==> config.mk <==
export PLATFORM = sky130hd
export DESIGN_NAME = pc_redirect
export DESIGN_NICKNAME = d
export VERILOG_FILES = /design/src/rtl/pc_redirect.sv
export SDC_FILE = /design/constraint.sdc
export NUM_CORES = 1
export LEC_CHECK = 0
export CAP_MARGIN = 20
export CORE_ASPECT_RATIO = 1.2
export CORE_MARGIN = 10
export CORE_UTILIZATION = 40
export CTS_CLUSTER_DIAMETER = 30
export DETAILED_ROUTE_END_ITERATION = 6
export PLACE_DENSITY = 0.65
export SLEW_MARGIN = 10
export SYNTH_ARGS = -nofsm -noshare
export SYNTH_HDL_FRONTEND = slang
export SYNTH_SLANG_ARGS = --single-unit
==> constraint.sdc <==
create_clock -name clk -period 3.7 [get_ports clk]
set_clock_uncertainty 0.05 [all_clocks]
set_input_delay 0.74 -clock clk [delete_from_list [all_inputs] [get_ports clk]]
set_output_delay 0.74 -clock clk [all_outputs]
set_load 0.01 [all_outputs]
==> src/rtl/pc_redirect.sv <==
// Fetch PC register with control-transfer redirect, misaligned-target trap,
// post-redirect flush window and conditional-branch statistics counters.
module pc_redirect #(
  parameter logic [31:0] RESET_PC     = 32'h0000_0000,
  parameter logic [31:0] TRAP_VEC     = 32'h0000_0100,
  parameter int unsigned FLUSH_CYCLES = 2
) (
  input  logic        clk,
  input  logic        rst_n,
  input  logic        stall,
  input  logic        ex_valid,
  input  logic [6:0]  ex_opcode,
  input  logic [31:0] ex_pc,
  input  logic [31:0] ex_imm,
  input  logic [31:0] rs1_data,
  input  logic        valid_branch,
  output logic [31:0] pc,
  output logic        redirect,
  output logic        flush,
  output logic        misalign_err,
  output logic [31:0] br_count,
  output logic [31:0] br_taken_count,
  output logic        state_dbg
);

  localparam logic [6:0] OP_BRANCH = 7'b1100011;
  localparam logic [6:0] OP_JAL    = 7'b1101111;
  localparam logic [6:0] OP_JALR   = 7'b1100111;
  localparam logic [2:0] FLUSH_N   = 3'(FLUSH_CYCLES);

  typedef enum logic {
    RUN   = 1'b0,
    FLUSH = 1'b1
  } state_t;

  // Handshake: there is none; an EX instruction is consumed in the single
  // cycle it is presented with ex_valid while the block is in RUN.
  state_t      state, state_nxt;
  logic [2:0]  flush_cnt, flush_cnt_nxt;
  logic [31:0] pc_nxt;
  logic [31:0] target;
  logic        is_branch, is_jal, is_jalr;
  logic        take, misaligned, br_resolve;

  assign state_dbg = state;

  always_comb begin
    is_branch     = (ex_opcode == OP_BRANCH);
    is_jal        = (ex_opcode == OP_JAL);
    is_jalr       = (ex_opcode == OP_JALR);
    take          = ex_valid & (state == RUN) &
                    ((is_branch & valid_branch) | is_jal | is_jalr);
    target        = is_jalr ? ((rs1_data + ex_imm) & ~32'h1) : (ex_pc + ex_imm);
    misaligned    = |target[1:0];
    redirect      = take & rst_n;
    br_resolve    = ex_valid & (state == RUN) & is_branch & ~stall;

    state_nxt     = state;
    flush_cnt_nxt = flush_cnt;
    pc_nxt        = stall ? pc : pc + 32'd4;

    if (take) begin
      // Redirect wins over stall; a misaligned target traps instead.
      state_nxt     = FLUSH;
      flush_cnt_nxt = FLUSH_N;
      pc_nxt        = misaligned ? TRAP_VEC : target;
    end else if (state == FLUSH) begin
      flush_cnt_nxt = flush_cnt - 3'd1;
      if (flush_cnt <= 3'd1) begin
        state_nxt = RUN;
      end
    end
  end

  always_ff @(posedge clk or negedge rst_n) begin
    if (!rst_n) begin
      pc             <= RESET_PC;
      state          <= RUN;
      flush_cnt      <= 3'd0;
      flush          <= 1'b0;
      misalign_err   <= 1'b0;
      br_count       <= 32'd0;
      br_taken_count <= 32'd0;
    end else begin
      pc           <= pc_nxt;
      state        <= state_nxt;
      flush_cnt    <= flush_cnt_nxt;
      flush        <= (state_nxt == FLUSH);
      misalign_err <= take & misaligned;
      if (br_resolve) begin
        br_count <= br_count + 32'd1;
        if (valid_branch) begin
          br_taken_count <= br_taken_count + 32'd1;
        end
      end
    end
  end

endmodule

==> flow_results.xml <==
<?xml version="1.0" encoding="UTF-8"?>
<metrics>
  <group name="global_routing">
    <metric name="gr-total-overflow" unit="">0</metric>
    <metric name="grt.total_usage" unit="%">19.4</metric>
    <metric name="grt_first_pass_wirelength" unit="mm">45.5</metric>
    <metric name="grt_antenna_before_repair" unit="">1</metric>
    <metric name="maximum_number_of_pins_on_one_net_before_global_route_repair" unit="">62</metric>
    <metric name="via_count_of_the_first_global_routing_pass" unit="">8760</metric>
  </group>
  <group name="clock_network">
    <metric name="cts_tree" unit="">yes</metric>
    <metric name="clock_tree.htree_level_count" unit="">3</metric>
    <metric name="cts_hold_repair_buffers" unit="">0</metric>
    <metric name="clock_sink_count" unit="">101</metric>
    <metric name="cts.clk_slew.worst_paths" unit="ns">0.07</metric>
    <metric name="clockBufferDepth" unit="">2</metric>
    <metric name="clock_latency_of_the_later_clocked_register_in_the_worst_skew_pair" unit="ns">0.35</metric>
    <metric name="post_cts.repair.setup_buffers" unit="">0</metric>
    <metric name="cts-root-buf" unit="">sky130_fd_sc_hd__clkbuf_16</metric>
    <metric name="cts_repair_resize_count" unit="">0</metric>
    <metric name="tritoncts.num_buffers" unit="">9</metric>
  </group>
  <group name="placement">
    <metric name="gp_congestion" unit="">0.926</metric>
    <metric name="dp_worst_setup_slack" unit="ns">-0.0710</metric>
    <metric name="placement.io_buffers" unit="">207</metric>
    <metric name="postPlaceCellArea" unit="sq mm">0.0115</metric>
    <metric name="detailed_placement_hpwl" unit="mm">23.5</metric>
  </group>
  <group name="route">
    <metric name="detail_route.vias_per_cell" unit="">5.58</metric>
    <metric name="drc_errors" unit="">0</metric>
    <metric name="routed-via-count" unit="">8695</metric>
    <metric name="postRouteWirelength" unit="mm">28.4</metric>
    <metric name="post_drt_wl_per_cell" unit="um">18.2</metric>
    <metric name="antenna_left" unit="">0</metric>
    <metric name="drt_first_iter_violations" unit="">474</metric>
    <metric name="pre_repair_dr_iteration_count" unit="">5</metric>
  </group>
  <group name="floorplanning">
    <metric name="height_of_the_die" unit="um">182</metric>
    <metric name="core.rowCount" unit="">59</metric>
    <metric name="core_area" unit="sq mm">0.0216</metric>
    <metric name="num_io_pins" unit="">208</metric>
    <metric name="design.die.area" unit="sq mm">0.0283</metric>
    <metric name="initial_core_util" unit="%">40.6</metric>
    <metric name="chip_width" unit="um">155</metric>
  </group>
  <group name="synth">
    <metric name="post_synth_edffs" unit="">0</metric>
    <metric name="async_flop_share" unit="%">100</metric>
    <metric name="synth_fp_nets" unit="">1209</metric>
    <metric name="synth_area" unit="sq mm">0.00878</metric>
    <metric name="netlist_instances" unit="">1033</metric>
    <metric name="syn_avg_cell_area" unit="sq um">8.50</metric>
    <metric name="synth-main-ff-cell" unit="">sky130_fd_sc_hd__dfrtp_1</metric>
    <metric name="ys_types" unit="">87</metric>
    <metric name="yosysWarnings" unit="">0</metric>
    <metric name="synth.ff_latch_count" unit="">101</metric>
    <metric name="synth_sequential_area_ratio" unit="%">28.8</metric>
  </group>
  <group name="pwr">
    <metric name="p_switching" unit="uW">1190</metric>
    <metric name="pwr-share-seq" unit="%">36.7</metric>
    <metric name="switching_share" unit="%">34.3</metric>
    <metric name="cellPowerDensity" unit="mW/mm^2">294</metric>
    <metric name="power.clock.fraction" unit="%">27.0</metric>
    <metric name="intPower" unit="uW">2280</metric>
    <metric name="peakVddDrop" unit="mV">0.258</metric>
    <metric name="pwr-share-comb" unit="%">36.3</metric>
    <metric name="static_power_due_to_leakage" unit="uW">0.00509</metric>
  </group>
  <group name="setup_path">
    <metric name="worstPathRequired" unit="ns">3.87</metric>
    <metric name="crit_top_cell" unit="">sky130_fd_sc_hd__a21oi_1</metric>
    <metric name="end_kind" unit="">flop</metric>
    <metric name="critical_path_cell_list" unit="">clkdlybuf4s50_1 -&gt; ha_1 -&gt; inv_1 -&gt; fa_1 -&gt; nor2b_1 -&gt; o211ai_1 -&gt; a31o_2 -&gt; a21oi_1 -&gt; a21oi_1 -&gt; xnor2_1 -&gt; o2bb2ai_1 -&gt; o32ai_1 -&gt; a21oi_1</metric>
    <metric name="timing.critical_path.fanout_max" unit="">4</metric>
    <metric name="worst_path_max_delay_cell" unit="">sky130_fd_sc_hd__clkdlybuf4s50_1</metric>
    <metric name="timing.critical_path.from_type" unit="">primary input</metric>
    <metric name="slowest_cell_delay_on_critical_path" unit="ns">0.48</metric>
    <metric name="worst-setup-path-type" unit="">in2reg</metric>
    <metric name="cp.arrival" unit="ns">3.61</metric>
  </group>
  <group name="layout">
    <metric name="final_core_density" unit="%">54.4</metric>
    <metric name="finish.net_count" unit="">1453</metric>
    <metric name="drive_above_1_share" unit="%">8.81</metric>
    <metric name="multi_input_comb_area" unit="sq mm">0.00602</metric>
    <metric name="final_design_area_no_fill" unit="sq mm">0.0118</metric>
    <metric name="area_overhead_of_the_layout_relative_to_synthesis" unit="%">34.1</metric>
    <metric name="fill_count" unit="">2053</metric>
    <metric name="layout.area.seq" unit="sq mm">0.00253</metric>
  </group>
  <group name="sta">
    <metric name="setup_repair_after_global_routing_missed_its_margin" unit="">false</metric>
    <metric name="highest_clock_frequency_the_design_can_meet" unit="MHz">291</metric>
    <metric name="post-route-period-util" unit="%">93.0</metric>
    <metric name="final_hold_viol_count" unit="">0</metric>
    <metric name="final-setup-viol-count" unit="">0</metric>
    <metric name="final_period_minus_worst_setup_slack" unit="ns">3.44</metric>
    <metric name="slew_violations" unit="">0</metric>
    <metric name="worst-slew-pin-transition" unit="ns">0.826</metric>
    <metric name="slew_headroom" unit="%">44.9</metric>
    <metric name="post-route-worst-setup-slack" unit="ns">0.260</metric>
  </group>
  <group name="hold_path">
    <metric name="worstHoldPathType" unit="">in2async</metric>
  </group>
  <group name="flow_run">
    <metric name="drv.max_cap_violation_count" unit="">0</metric>
  </group>
  <group name="status">
    <metric name="run_status" unit="">complete, no violations</metric>
  </group>
</metrics>
[power by group through the flow]
stage | registers [uW] | clock network [uW] | logic (uW)
finish | 1270 | 935 | 1260
global route | 1280 | 1000 | 1380
CTS | 1270 | 961 | 1250
detailed placement | 1290 | 0 | 1250
global placement | 1290 | 0 | 1250
floorplan | 1290 | 0 | 709
[cells in the mapped netlist (all sizes together) (5+ instances only)]
cell      n  area [sq um]
nand2   104           395
dfrtp   101          2530
a21oi    87           447
nor2     83           319
xnor2    83           727
ha       66           826
o21ai    46           234
nand3    42           215
xor2     33           289
a21o     32           240
and3     26           163
inv      22          82.6
nor3     21           115
nand4    20           125
clkbuf   18          68.8
o21a     18           135
o211ai   16           125
nand2b   14          87.6
buf      13          85.1
and4     12           105
o21bai   12          90.1
and2     10          65.1
mux2i    10           100
or2      10          62.6
or3      10          63.8
o22ai     9          62.6
nor2b     8          50.1
nor4      8          50.1
a211oi    7          52.6
a31oi     7          43.8
o221ai    6          52.6
o31ai     6          45.0
o41ai     5          58.8
[metrics by stage]
| stage | total power, uW | setup TNS, ns | cells | hold WS (ns) |
|---|---|---|---|---|
| finish | 3470 | 0 | 1557 | 0.427 |
| global route | 3660 | 0 | 1557 | 0.437 |
| CTS | 3480 | 0 | 1556 | 0.429 |
| detailed placement | 2530 | -0.266 | 1540 | 0.420 |
| global placement | 2530 | -0.0259 | 1540 | 0.411 |
| floorplan | 2000 | 0 | 1033 | 0.394 |
[flip-flops by register name (all words and copies together) (netlist names)]
signal          count
br_count           32
br_taken_count     32
pc                 32
flush_cnt           3
misalign_err        1
state_dbg           1
[worst max-delay path, delay by kind of cell]
kind	cells	cell delay, ns
AND/OR/NAND/NOR	1	0.17
AO/OA/AOI/OAI	7	1.38
XOR/XNOR	1	0.22
buffers and inverters	2	0.54
adder cells (fa/ha/maj)	2	0.55
[layer usage]
layer,global-route usage (%),routed length (um),up-vias
li1,-,-,4293
met1,25.0,12700,4110
met2,32.9,13600,273
met3,3.48,1750,19
met4,4.35,354,0
met5,0,0,-
[placed cells by master (no fill, tap or decap), types with 6 or more instances in the layout]
cell	netlist	routed
sky130_fd_sc_hd__a211oi_1	7	7
sky130_fd_sc_hd__a21o_1	32	32
sky130_fd_sc_hd__a21oi_1	84	84
sky130_fd_sc_hd__a31oi_1	7	7
sky130_fd_sc_hd__and2_1	9	9
sky130_fd_sc_hd__and3_1	26	26
sky130_fd_sc_hd__and4_1	12	12
sky130_fd_sc_hd__buf_4	4	58
sky130_fd_sc_hd__clkbuf_16	0	9
sky130_fd_sc_hd__clkdlybuf4s50_1	0	206
sky130_fd_sc_hd__dfrtp_1	101	101
sky130_fd_sc_hd__ha_1	66	66
sky130_fd_sc_hd__inv_1	22	22
sky130_fd_sc_hd__mux2i_1	10	10
sky130_fd_sc_hd__nand2_1	102	102
sky130_fd_sc_hd__nand2b_1	14	14
sky130_fd_sc_hd__nand3_1	41	41
sky130_fd_sc_hd__nand4_1	20	20
sky130_fd_sc_hd__nor2_1	82	82
sky130_fd_sc_hd__nor2b_1	8	8
sky130_fd_sc_hd__nor3_1	19	19
sky130_fd_sc_hd__nor4_1	8	8
sky130_fd_sc_hd__o211ai_1	15	15
sky130_fd_sc_hd__o21a_1	18	18
sky130_fd_sc_hd__o21ai_0	43	43
sky130_fd_sc_hd__o21bai_1	12	12
sky130_fd_sc_hd__o221ai_1	6	6
sky130_fd_sc_hd__o22ai_1	8	8
sky130_fd_sc_hd__o31ai_1	6	6
sky130_fd_sc_hd__or2_2	8	8
sky130_fd_sc_hd__or3_1	9	9
sky130_fd_sc_hd__xnor2_1	83	83
sky130_fd_sc_hd__xor2_1	33	33
[worst paths after layout]
check,from,end,cells past startpoint,slack [ns]
setup / recovery,ex_imm[0],pc[22],13,0.26
hold / removal,rst_n,br_count[13],2,0.43
setup reg to reg,pc[2],pc[26],10,0.93
hold reg to reg,br_count[31],br_count[31],1,0.43
max in group asynchronous,rst_n,pc[22],3,1.96
min in group clk,br_count[31],br_count[31],1,0.43
[kinds of logic (layout without fill, tap and decap cells)]
kind of cell	Yosys count	in the layout	synth area share (%)
flops	101	101	28.8
xor+xnor	116	116	11.6
fa+ha+maj	68	68	9.87
buf+inv	53	302	2.69
simple gates	380	380	22.0
compound gates	301	301	23.4
mux	14	14	1.65
other cells	0	1	0
[area by class of cell]
class | instances | share of cell area, %
timing repair buffer | 264 | 21.2
antenna | 1 | 0.0213
clock inverter | 6 | 0.479
inverter | 22 | 0.702
tap | 274 | 2.91
sequential | 101 | 21.5
multi-input combinational | 879 | 51.1
clock buffer | 10 | 2.03
No activity file was read; power rests on OpenSTA's default activity.
